[config.mk]
export PLATFORM = sky130hd
export DESIGN_NAME = ex03_hex_conv
export DESIGN_NICKNAME = d
export VERILOG_FILES = /design/src/rtl/ex03_hex_conv_pkg.sv /design/src/rtl/ex03_ascii_decode.sv /design/src/rtl/ex03_hex_conv.sv
export SDC_FILE = /design/constraint.sdc
export NUM_CORES = 1
export LEC_CHECK = 0
export CAP_MARGIN = 20
export CELL_PAD_IN_SITES_DETAIL_PLACEMENT = 2
export CELL_PAD_IN_SITES_GLOBAL_PLACEMENT = 2
export CORE_UTILIZATION = 30
export CTS_CLUSTER_SIZE = 10
export DETAILED_ROUTE_END_ITERATION = 6
export PLACE_DENSITY_LB_ADDON = 0.1
export SYNTH_ARGS = -nofsm -noshare
export SYNTH_HDL_FRONTEND = slang
export SYNTH_HIERARCHICAL = 1
export SYNTH_SLANG_ARGS = --single-unit
export TNS_END_PERCENT = 5
[constraint.sdc]
create_clock -name clk -period 2.6 [get_ports clk]
set_clock_uncertainty 0.1 [all_clocks]
set_input_delay 0.26 -clock clk [delete_from_list [all_inputs] [get_ports clk]]
set_output_delay 0.26 -clock clk [all_outputs]
set_load 0.1 [all_outputs]
[src/rtl/ex03_hex_conv_pkg.sv]
// ex03_pkg: shared constants and helper functions for the hex-digit converter.
//   ASCII_*    : bounds of the three ASCII hex-digit ranges ('0'-'9', 'A'-'F', 'a'-'f')
//   seg_glyph  : 4-bit digit -> active-high {g,f,e,d,c,b,a} glyph
//   to_bcd     : 4-bit digit -> {tens, ones} BCD pair (tens is 0 or 1)
package ex03_pkg;

  localparam logic [7:0] ASCII_0  = 8'h30;
  localparam logic [7:0] ASCII_9  = 8'h39;
  localparam logic [7:0] ASCII_UA = 8'h41;
  localparam logic [7:0] ASCII_UF = 8'h46;
  localparam logic [7:0] ASCII_LA = 8'h61;
  localparam logic [7:0] ASCII_LF = 8'h66;

  function automatic logic [6:0] seg_glyph(input logic [3:0] nibble);
    logic [6:0] g;
    case (nibble)
      4'h0: g = 7'h3F;
      4'h1: g = 7'h06;
      4'h2: g = 7'h5B;
      4'h3: g = 7'h4F;
      4'h4: g = 7'h66;
      4'h5: g = 7'h6D;
      4'h6: g = 7'h7D;
      4'h7: g = 7'h07;
      4'h8: g = 7'h7F;
      4'h9: g = 7'h6F;
      4'hA: g = 7'h77;
      4'hB: g = 7'h7C;
      4'hC: g = 7'h39;
      4'hD: g = 7'h5E;
      4'hE: g = 7'h79;
      default: g = 7'h71;
    endcase
    return g;
  endfunction

  // A nibble never exceeds 15, so a single compare-and-subtract gives BCD.
  function automatic logic [7:0] to_bcd(input logic [3:0] nibble);
    logic [7:0] r;
    if (nibble >= 4'd10) r = {4'd1, nibble - 4'd10};
    else                 r = {4'd0, nibble};
    return r;
  endfunction

endpackage

[src/rtl/ex03_ascii_decode.sv]
// ex03_ascii_decode: combinational ASCII hex-character decoder.
//   ascii_in : 8-bit character
//   is_hex   : 1 when ascii_in is '0'-'9', 'A'-'F' or 'a'-'f'
//   nibble   : digit value when is_hex, otherwise 0
module ex03_ascii_decode
  import ex03_pkg::*;
(
  input  logic [7:0] ascii_in,
  output logic       is_hex,
  output logic [3:0] nibble
);

  // The low nibble of '0'-'9' is the digit itself; for 'A'-'F' and 'a'-'f'
  // the low nibble runs 1..6, so adding 9 yields 10..15.
  // NOTE: every output of a combinational block gets a default first so no
  // path leaves it unassigned, which would infer a latch.
  always_comb begin
    is_hex = 1'b0;
    nibble = 4'd0;
    if (ascii_in >= ASCII_0 && ascii_in <= ASCII_9) begin
      is_hex = 1'b1;
      nibble = ascii_in[3:0];
    end else if ((ascii_in >= ASCII_UA && ascii_in <= ASCII_UF) ||
                 (ascii_in >= ASCII_LA && ascii_in <= ASCII_LF)) begin
      is_hex = 1'b1;
      nibble = ascii_in[3:0] + 4'd9;
    end
  end

endmodule

[src/rtl/ex03_hex_conv.sv]
// ex03_hex_conv: registered hex-digit converter (raw nibble or ASCII character
// in; binary, two-digit BCD and 7-segment glyph out, one clock of latency).
//   clk, rst    : rising-edge clock, asynchronous active-high reset
//   hex_in      : raw digit, used whenever ascii_valid is low
//   ascii_in    : ASCII character, used when ascii_valid is high (takes priority)
//   binary_out  : digit value
//   dec_tens    : BCD tens (0 or 1); dec_ones: BCD ones (0-9)
//   seg         : {g,f,e,d,c,b,a}, polarity set by SEG_ACTIVE_LOW
//   ascii_err   : last qualified character was not a hex digit
module ex03_hex_conv
  import ex03_pkg::*;
#(
  parameter bit SEG_ACTIVE_LOW = 1'b1
) (
  input  logic       clk,
  input  logic       rst,
  input  logic [3:0] hex_in,
  input  logic [7:0] ascii_in,
  input  logic       ascii_valid,
  output logic [3:0] binary_out,
  output logic [3:0] dec_tens,
  output logic [3:0] dec_ones,
  output logic [6:0] seg,
  output logic       ascii_err
);

  localparam logic [6:0] SEG_RESET = SEG_ACTIVE_LOW ? ~seg_glyph(4'h0) : seg_glyph(4'h0);

  logic       is_hex;
  logic [3:0] ascii_nibble;
  logic       load;
  logic [3:0] digit;
  logic [3:0] tens_next;
  logic [3:0] ones_next;
  logic [6:0] seg_next;

  ex03_ascii_decode u_ascii_decode (
    .ascii_in (ascii_in),
    .is_hex   (is_hex),
    .nibble   (ascii_nibble)
  );

  // Source mux: a qualified ASCII character wins over hex_in; a bad character
  // suppresses the load so the display keeps its previous digit.
  always_comb begin
    load  = 1'b1;
    digit = hex_in;
    if (ascii_valid) begin
      digit = ascii_nibble;
      load  = is_hex;
    end
    {tens_next, ones_next} = to_bcd(digit);
    seg_next = SEG_ACTIVE_LOW ? ~seg_glyph(digit) : seg_glyph(digit);
  end

  // NOTE: state registers use non-blocking assignments so every flop samples
  // the pre-edge values regardless of statement order.
  always_ff @(posedge clk or posedge rst) begin
    if (rst) begin
      binary_out <= 4'd0;
      dec_tens   <= 4'd0;
      dec_ones   <= 4'd0;
      seg        <= SEG_RESET;
      ascii_err  <= 1'b0;
    end else begin
      if (load) begin
        binary_out <= digit;
        dec_tens   <= tens_next;
        dec_ones   <= ones_next;
        seg        <= seg_next;
      end
      if (ascii_valid) ascii_err <= ~is_hex;
    end
  end

endmodule

# After elaboration in Yosys (flattened, before gate mapping)
# Memory sizes are Yosys's and may differ from the RTL's.
# Index checks and enable logic that the tools add are counted.
[classes]
order_cmp = 7
n_mux = 7
n_bitwise = 2
addsub = 2
n_reduce_logical = 4
[op_table]
columns = ["operator", "count"]
rows = [
  ["$ge 8x7->1 const B", 2],
  ["$le 8x7->1 const B", 2],
  ["$mux 4", 3],
  ["$ge 8x6->1 const B", 1],
  ["$le 8x6->1 const B", 1],
  ["$not 7->7", 1],
  ["$mux 5", 1],
  ["$add 4x4->4 const B", 1],
  ["$ge 4x4->1 const B", 1],
  ["$sub 4x4->4 const B", 1],
  ["$logic_and 1x1->1", 3],
  ["$mux 1", 3],
  ["$logic_or 1x1->1", 1],
  ["$not 1->1", 1],
]
[totals]
out_inout_bits = 20
romBits = 112
mem_count = 1
input_bits = 15
elab_cells = 28
ff_bits = 20
[memory_table]
columns = ["memory", "words", "width", "read_ports", "rd_clocked_by_memory_dff", "write_ports", "line_no", "source"]
rows = [
  ["(no name shown)", 16, 7, 1, 0, 0, "ex03_hex_conv_pkg.sv:16", "case (nibble)"],
]

# Longest topological paths before layout
# Gate-level depths: netlist of the first run.
[depth]
word_depth = 8
ltp_mapped = 11
ltp_nobuf = 11

# By module
# Netlist of the first run, hierarchy kept.
[by_module_without_submodules]
columns = ["module", "cells_per_inst", "instances", "area_each_um2", "seq_area_each_um2"]
rows = [
  ["ex03_hex_conv", 111, 1, 1034.7, 401.6],
  ["ex03_ascii_decode", 25, 1, 203.9, 0.0],
]

# Worst setup path after synthesis of the first run
# Ideal clock, no wire load.
[synth_timing]
path_type = "input-to-reg"
start = "in ascii_in[0]"
end = "reg seg[6]"
n_path_buf = 0
stages = 11
setup_slack_ns = 0.054
required_time_ns = 2.417
setup_ns = 0.083
t_arrival_ns = 2.362
path_cell_list = "inv_1 -> ha_1 -> nand2b_1 -> o211ai_1 -> o22ai_1 -> mux2i_1 -> inv_1 -> ha_1 -> a211oi_1 -> a21oi_1 -> a221o_1"
[synth_between]
elab_chain_len = 8
elab_cells_between_ends = 19
cone_classes = "add/sub: 1; order compare: 6; mux: 6; bitwise: 1; reduce/logical: 4; memory: 1"
[synth_rtl]
columns = ["item", "line_no", "source"]
rows = [
  ["start, declared", "ex03_hex_conv.sv:18", "input logic [7:0] ascii_in,"],
  ["$ge 8x7->1, or another cell as far along", "ex03_ascii_decode.sv:23", "end else if ((ascii_in >= ASCII_UA && ascii_in <= ASCII_UF) ||"],
  ["$logic_and 1x1->1, on equally long branches", "ex03_ascii_decode.sv:23, ex03_ascii_decode.sv:24", ""],
  ["$logic_or 1x1->1", "ex03_ascii_decode.sv:23", ""],
  ["$mux 4", "ex03_ascii_decode.sv:23", ""],
  ["$mux 4 (*)", "ex03_ascii_decode.sv:20", "if (ascii_in >= ASCII_0 && ascii_in <= ASCII_9) begin"],
  ["net ascii_nibble[1]", "ex03_hex_conv.sv:30", "logic [3:0] ascii_nibble;"],
  ["$mux 4 (*)", "ex03_hex_conv.sv:48", "if (ascii_valid) begin"],
  ["net digit[1]", "ex03_hex_conv.sv:32", "logic [3:0] digit;"],
  ["$mem_v2 16x7 (*)", "--", ""],
  ["$not 7->7 (*)", "ex03_hex_conv.sv:53", "seg_next = SEG_ACTIVE_LOW ? ~seg_glyph(digit) : seg_glyph(digit);"],
  ["end signal, assigned", "ex03_hex_conv.sv:70", "seg <= seg_next;"],
  ["end, declared", "ex03_hex_conv.sv:23", "output logic [6:0] seg,"],
]
# The timed path passes the listed nets; every way through them passes the cells marked *.
# A chain may end at the register's enable or synchronous reset.

# Final worst setup path of the first run
[layout_timing]
start = "in ascii_in[2]"
end = "reg dec_ones[2]"
[layout_between]
elab_chain_len = 8
elab_cells_between_ends = 20
cone_classes = "add/sub: 2; order compare: 7; mux: 7; reduce/logical: 4"
[layout_rtl]
columns = ["item", "line_no", "source"]
rows = [
  ["$ge 8x7->1, or another cell as far along", "ex03_ascii_decode.sv:23", ""],
  ["$logic_and 1x1->1, on equally long branches", "ex03_ascii_decode.sv:23, ex03_ascii_decode.sv:24", ""],
  ["$logic_or 1x1->1", "ex03_ascii_decode.sv:23", ""],
  ["$mux 4", "ex03_ascii_decode.sv:23", ""],
  ["$mux 4 (*)", "ex03_ascii_decode.sv:20", ""],
  ["net ascii_nibble[2]", "ex03_hex_conv.sv:30", ""],
  ["$mux 4 (*)", "ex03_hex_conv.sv:48", ""],
  ["$sub 4x4->4 / $ge 4x4->1 (equally long branches)", "ex03_hex_conv_pkg.sv:40", "if (nibble >= 4'd10) r = {4'd1, nibble - 4'd10};"],
  ["$mux 5 (*)", "ex03_hex_conv_pkg.sv:40", ""],
  ["end signal, assigned", "ex03_hex_conv.sv:69", "dec_ones <= ones_next;"],
  ["end, declared", "ex03_hex_conv.sv:22", "output logic [3:0] dec_ones,"],
]
# Marked as above.

==> key figures, run 1 <==
CTS
  – Clock transition at path regs: 70 ps
  – Root buf cell: clkbuf_8
  – Worst-Skew Late Latency: 250 ps
  – CTS Buf Count: 3
  – CTS Sinks: 16
  – CTS tree: built
  – H-Tree Depth: 1
  – Cts hold-fix bufs: 0
  – Worst-case clock buffer depth: 2

Routing
  – DR iter-0 viols: 29
  – Post-route ant nets: 0
  – Vias: 1232
  – Via/cell ratio: 5.049
  – Residual DRC: 0
  – DRT Wirelength: 4544 µm
  – WL per Instance: 18.62 µm
  – Pre-Repair DR Iteration Count: 3

Floorplan
  – Num rows: 22
  – Die area: 4390 µm²
  – Chip width: 66.26 µm
  – Chip Height: 66.26 µm
  – Core Footprint: 3799 µm²
  – Initial Util: 0.3261
  – IO Pins: 35

Yosys
  – Post-synthesis compound-gate area fraction: 0.2152
  – Post-Synth Adder-Cell Area: 0.1010
  – Post-synth top flop: dfrtp_1
  – Synth warn: 6
  – Multiplexer share of the synthesized area: 0.05657
  – Yosys top cell area share: 0.3030
  – Mapped Avg Cell Area: 9.108 µm²
  – Number of synthesized flops with an enable pin: 0
  – Yosys reg bits: 16
  – FFs w/ async S/R, synth: 1.000
  – Largest family of logic cells by synthesized area: compound AO/OA/AOI/OAI gates
  – Synth Cell Area: 1239 µm²
  – Most instantiated cells after synthesis: dfrtp_1 (15), nand2_1 (14), ha_1 (10)
  – Leading area contributor after synthesis: dfrtp_1
  – Post-synthesis cell count: 136
  – Synth Area in XOR/XNOR: 0.007071
  – Most common cell in the netlist: dfrtp_1
  – Register area share after synthesis: 0.3242
  – Unique masters post-synth: 49
  – Post-synthesis simple-gate area fraction: 0.2152
  – Synth top area cells: dfrtp_1 (30%), ha_1 (10%), nand2_1 (4.2%), a21oi_1 (3.6%), mux2i_1 (3.2%)

Critical path
  – Crit end category: flop
  – CP Class: primary input to flop
  – Critical Path Source Type: primary input
  – WP data arrival: 2580 ps
  – Worst EP required: 2640 ps
  – Worst Path Max Fanout: 6

Layout
  – Layout cell share with drive strength beyond 1: 0.3929
  – Synth-to-Final Area Change: 50.61%
  – # diodes: 0
  – Final nets: 222
  – Final Instance Area: 1866 µm²

STA
  – Max-slew headroom: 0.5728
  – Final max-slew violation count: 0
  – Final Hold Fails: 0
  – Hold WS: 291.4 ps
  – Fmax: 393.1 MHz
  – Worst-margin pin slew: 640.1 ps
  – Period utilization: 0.9784
  – Final Setup Violations: 0
  – Tmin final: 2544 ps

Power and ir drop
  – VDD IR-drop max: 361.0 µV
  – NetSw: 0.5038 mW
  – LEAKAGE: 0.8744 nW
  – Internal power: 0.5442 mW
  – Clock power frac: 0.190
  – Sequential share of power: 0.287
  – Comb power frac: 0.523
  – Switching share of power: 0.4807
  – Pwr dens: 561.7 nW/µm²

Global routing
  – First-pass GRT wire length: 7162 µm
  – Largest net degree at the start of global routing: 17
  – Gr usage total: 0.2231
  – Vias in the first global route: 1445
  – Initial antenna violation count: 0
  – Grt total ovfl: 0

Placement
  – HPWL after detailed placement: 3543 µm
  – Gpl congestion: 0.7454
  – Port buffer count: 31
  – Dpl cell area: 1744 µm²

Run
  – Max Cap Viol: 0

Outcome
  – Run status: complete, no violations

Hold path
  – Hold Crit Class: primary input to async pin
-- path summary, 6_finish.rpt --
kind,start,endpoint,cells past startpoint,slack [ps]
max,ascii_in[2],dec_ones[2]$_DFFE_PP0P_,10,60
min,rst,seg[5]$_DFFE_PP0P_,2,290
max reg2reg,seg[5]$_DFFE_PP0P_,seg[5]$_DFFE_PP0P_,2,1650
min reg2reg,dec_ones[1]$_DFFE_PP0P_,dec_ones[1]$_DFFE_PP0P_,2,400
max in group asynchronous,rst,dec_ones[2]$_DFFE_PP0P_,2,1700
min in group clk,dec_ones[1]$_DFFE_PP0P_,dec_ones[1]$_DFFE_PP0P_,2,400
-- power by group through the flow --
stage,sequential [mW],clock (mW),combinational (mW)
after floorplan,0.533,0,0.150
after global placement,0.302,0,0.522
after detailed placement,0.306,0,0.537
after CTS,0.301,0.205,0.541
after global routing,0.305,0.210,0.575
final,0.301,0.199,0.548
-- cell usage in the layout, fill, tap and decap left out, types with 2 or more instances in the layout --
| cell type | n |
|---|---|
| ha_1 | 6 |
| o21ai_0 | 7 |
| o21ai_2 | 2 |
| nand2b_1 | 3 |
| inv_1 | 6 |
| nor2b_1 | 2 |
| buf_4 | 48 |
| dfrtp_1 | 15 |
| dlymetal6s2s_1 | 2 |
| a21oi_1 | 9 |
| nor2_1 | 9 |
| clkbuf_8 | 3 |
| inv_2 | 2 |
| mux2_4 | 2 |
| ha_2 | 3 |
| conb_1 | 3 |
| clkdlybuf4s50_1 | 12 |
| nand2_1 | 14 |
| o211ai_1 | 2 |
| nor3b_1 | 2 |
| mux2i_1 | 3 |
| o22a_1 | 2 |
| nand3_1 | 5 |
-- routing by layer --
layer  global-route usage  up-vias  wire [µm]
met5                    0        -          0
met4              0.03457        0         48
met3              0.04483        6        140
met2               0.4324       22       2516
met1               0.2508      612       1839
li1                     -      592          -
-- per-stage QoR --
stage / setup TNS (ps) / util / total power, mW / cells / worst slack, ps
3_3_place_gp: -1243 / 0.4592 / 0.8244 / 237 / -219.5
5_1_grt: -24.56 / 0.4911 / 1.091 / 244 / -9.950
4_1_cts: -37.51 / 0.4737 / 1.047 / 242 / -37.51
6_report: 0 / 0.4911 / 1.048 / 244 / 56.28
3_5_place_dp: -3152 / 0.4592 / 0.8423 / 237 / -388.4
2_1_floorplan: 0 / - / 0.6829 / 138 / 54.15
-- kinds of logic (layout without fill, tap and decap cells) --
logic type | after synthesis | after routing
compound gates | 39 | 39
xor+xnor | 1 | 1
fa+ha+maj | 10 | 10
buf+inv | 18 | 76
flops | 16 | 16
mux | 6 | 6
other cells | 1 | 3
simple gates | 45 | 45
-- critical path, cell delays in order --
cell             delay [ps]
clkdlybuf4s50_1         520
nand2b_1                230
o211ai_1                310
buf_4                   190
a32oi_2                  60
buf_4                   170
or3b_4                  400
a21oi_4                 190
nor3b_1                  70
o22a_1                  180
-- timing repair --
action | 4_1_cts | 5_1_grt
cloned | 0 | 0
setup buffers | 1 | 2
endpoints found under the setup margin | 8 | 11
pin swaps | 2 | 4
gates resized for setup | 2 | 15
-- sequential cells by signal, summed over array words and instances, names as in the netlist --
register,cells
seg,7
binary_out,4
dec_ones,3
ascii_err,1
dec_tens,1
-- cell type report --
class                      count  area, µm²
inverter                       9      36.28
clock buffer                   4      45.04
timing repair buffer          63      525.5
fill                         414       1933
multi-input combinational    104      797.0
sequential                    16      401.6
tap                           48      60.06
No activity file was read; power rests on OpenSTA's default activity.
==> run 2: changes to the inputs <==
--- a/config.mk
+++ b/config.mk
@@ -8,7 +8,8 @@
 export CAP_MARGIN = 20
 export CELL_PAD_IN_SITES_DETAIL_PLACEMENT = 2
 export CELL_PAD_IN_SITES_GLOBAL_PLACEMENT = 2
-export CORE_UTILIZATION = 30
+export CORE_UTILIZATION = 31
+export CTS_BUF_LIST = sky130_fd_sc_hd__clkbuf_2 sky130_fd_sc_hd__clkbuf_4 sky130_fd_sc_hd__clkbuf_8
 export CTS_CLUSTER_SIZE = 10
 export DETAILED_ROUTE_END_ITERATION = 6
 export PLACE_DENSITY_LB_ADDON = 0.1
==> key figures, run 2 (synthesis results as in run 1) <==
Global routing
  – Vias in the first global route: 1458
  – Largest net degree at the start of global routing: 17
  – First-pass GRT wire length: 7272 µm
  – Grt total ovfl: 0
  – Initial antenna violation count: 0
  – Gr usage total: 0.2259

STA
  – Fmax: 404.4 MHz
  – Final Hold Fails: 0
  – Tmin final: 2473 ps
  – Period utilization: 0.9510
  – Final max-slew violation count: 0
  – Final Setup Violations: 0
  – RSZ-0062 raised after global routing: false
  – Max-slew headroom: 0.5636
  – Worst-margin pin slew: 653.9 ps

Floorplan
  – Core Footprint: 3744 µm²
  – IO Pins: 35
  – Num rows: 22
  – Die area: 4252 µm²
  – Chip width: 65.21 µm
  – Chip Height: 65.21 µm
  – Initial Util: 0.3309

CTS
  – CTS tree: built
  – H-Tree Depth: 1
  – CTS Buf Count: 3
  – Worst-Skew Late Latency: 240 ps
  – Worst-case clock buffer depth: 2
  – Root buf cell: clkbuf_8
  – Clock transition at path regs: 60 ps
  – CTS Sinks: 16

Placement
  – HPWL after detailed placement: 3575 µm
  – Placed Instances: 241
  – Port buffer count: 31
  – Gpl congestion: 0.8218

Layout
  – Commonest non-fill, non-tap cell in the layout: buf_4
  – Largest registers: seg: 7 flops, binary_out: 4 flops, dec_ones: 3 flops
  – Layout cell share with drive strength beyond 1: 0.3980
  – Final nets: 227
  – Synth-to-Final Area Change: 51.72%
  – Largest register FFs: 7
  – Largest register by flop count: seg
  – Commonest non-fill, non-tap cells in the layout: buf_4 (54), dfrtp_1 (15), nand2_1 (14)
  – Post-route insts no fill: 249
  – # diodes: 0
  – Fin util: 0.5020

Power and ir drop
  – Sequential share of power: 0.285
  – VDD IR-drop max: 389.0 µV
  – Comb power frac: 0.520
  – LEAKAGE: 0.8919 nW
  – Internal power: 0.5538 mW
  – Clock power frac: 0.195
  – Pwr dens: 559.8 nW/µm²
  – NetSw: 0.4982 mW
  – Total power: 1.052 mW
  – Switching share of power: 0.4736

Critical path
  – Worst path max stage delay: 450 ps
  – Slowest-stage cell, CP: clkdlybuf4s50_1
  – Delay-heaviest family, CP: buffers and inverters
  – CP most frequent cell: buf_4
  – Buf/Inv on CP: 5
  – Crit end category: flop
  – WP data arrival: 2550 ps
  – Reg-to-reg slack, setup: 1640 ps
  – Critical Path Source Type: primary input
  – CP Class: primary input to flop
  – Worst EP required: 2670 ps
  – Worst Path Max Fanout: 3
  – Cell Chain, Critical Path: clkdlybuf4s50_1, nor4b_2, o211ai_1, buf_4, a32oi_2, buf_4, buf_4, buf_4, nor2_1, a21oi_1, a21oi_1, a221o_1

Hold path
  – Hold Crit Class: primary input to async pin

Routing
  – Post-route ant nets: 0
  – Pre-Repair DR Iteration Count: 4
  – Top Metal Used: met3
  – DRT Wirelength: 4471 µm
  – WL per Instance: 17.96 µm
  – Wl on met1: 1885 µm
  – Residual DRC: 0
  – WL met2: 2468 µm
  – WL met3: 117 µm
  – Via/cell ratio: 5.012
  – DR iter-0 viols: 16
  – Vias: 1248

Run
  – Max Cap Viol: 0

Outcome
  – Run status: complete, no violations
run 2: metal layers:
metal | vias to the layer above | GRT usage
met3 | 0 | 0.02604
met1 | 619 | 0.2588
li1 | 602 | -
met2 | 27 | 0.4485
met4 | 0 | 0.02989
met5 | - | 0
run 2: final timing paths:
check / startpoint / end / depth (start not counted)
setup / recovery: ascii_in[7] / seg[6]$_DFFE_PP1P_ / 12
hold / removal: rst / binary_out[2]$_DFFE_PP0P_ / 2
setup reg to reg: seg[3]$_DFFE_PP0P_ / seg[3]$_DFFE_PP0P_ / 2
hold reg to reg: binary_out[3]$_DFFE_PP0P_ / binary_out[3]$_DFFE_PP0P_ / 2
max in group asynchronous: rst / dec_ones[3]$_DFFE_PP0P_ / 2
min in group clk: binary_out[3]$_DFFE_PP0P_ / binary_out[3]$_DFFE_PP0P_ / 2
run 2: cell type report:
class	instances	area, µm²
fillers	417	1864
inverters	9	36.28
clock buffers	4	48.80
repair buffers	68	545.5
well taps	48	60.06
flip-flops and latches	16	401.6
multi-input cells	104	787.0
run 2: power groups by stage:
stage / Sequential (mW) / Clock [mW] / Combinational (mW)
6_report: 0.300 / 0.205 / 0.547
5_1_grt: 0.304 / 0.220 / 0.572
4_1_cts: 0.301 / 0.212 / 0.546
3_5_place_dp: 0.306 / 0 / 0.537
3_3_place_gp: 0.302 / 0 / 0.524
2_1_floorplan: 0.533 / 0 / 0.150
run 2: per-stage QoR:
| step | setup slack (ps) | hold slack, ps | cell area [µm²] | TNS (ps) |
|---|---|---|---|---|
| final | 127.3 | 303.0 | 1879 | 0 |
| after global routing | 1.174 | 372.3 | 1879 | 0 |
| after CTS | 23.07 | 316.2 | 1859 | 0 |
| after detailed placement | -412.7 | 367.4 | 1762 | -3889 |
| after global placement | -155.1 | 360.8 | 1762 | -1134 |
| after floorplan | 54.15 | 73.02 | 1246 | 0 |
run 2: what timing repair did:
| item | in CTS | in global routing |
|---|---|---|
| buffers inserted | 4 | 0 |
| gates resized for setup | 11 | 6 |
| pin swaps | 4 | 2 |
| hold buffers | 0 | 0 |
| endpoints found under the setup margin | 10 | 9 |
==> run 3: changes to the inputs <==
--- a/config.mk
+++ b/config.mk
@@ -5,6 +5,7 @@
 export SDC_FILE = /design/constraint.sdc
 export NUM_CORES = 1
 export LEC_CHECK = 0
+export ABC_CLOCK_PERIOD_IN_PS = 2600
 export CAP_MARGIN = 20
 export CELL_PAD_IN_SITES_DETAIL_PLACEMENT = 2
 export CELL_PAD_IN_SITES_GLOBAL_PLACEMENT = 2
==> results of run 3 <==
No change in the layout: final DEF, timing and power equal those of run 2.
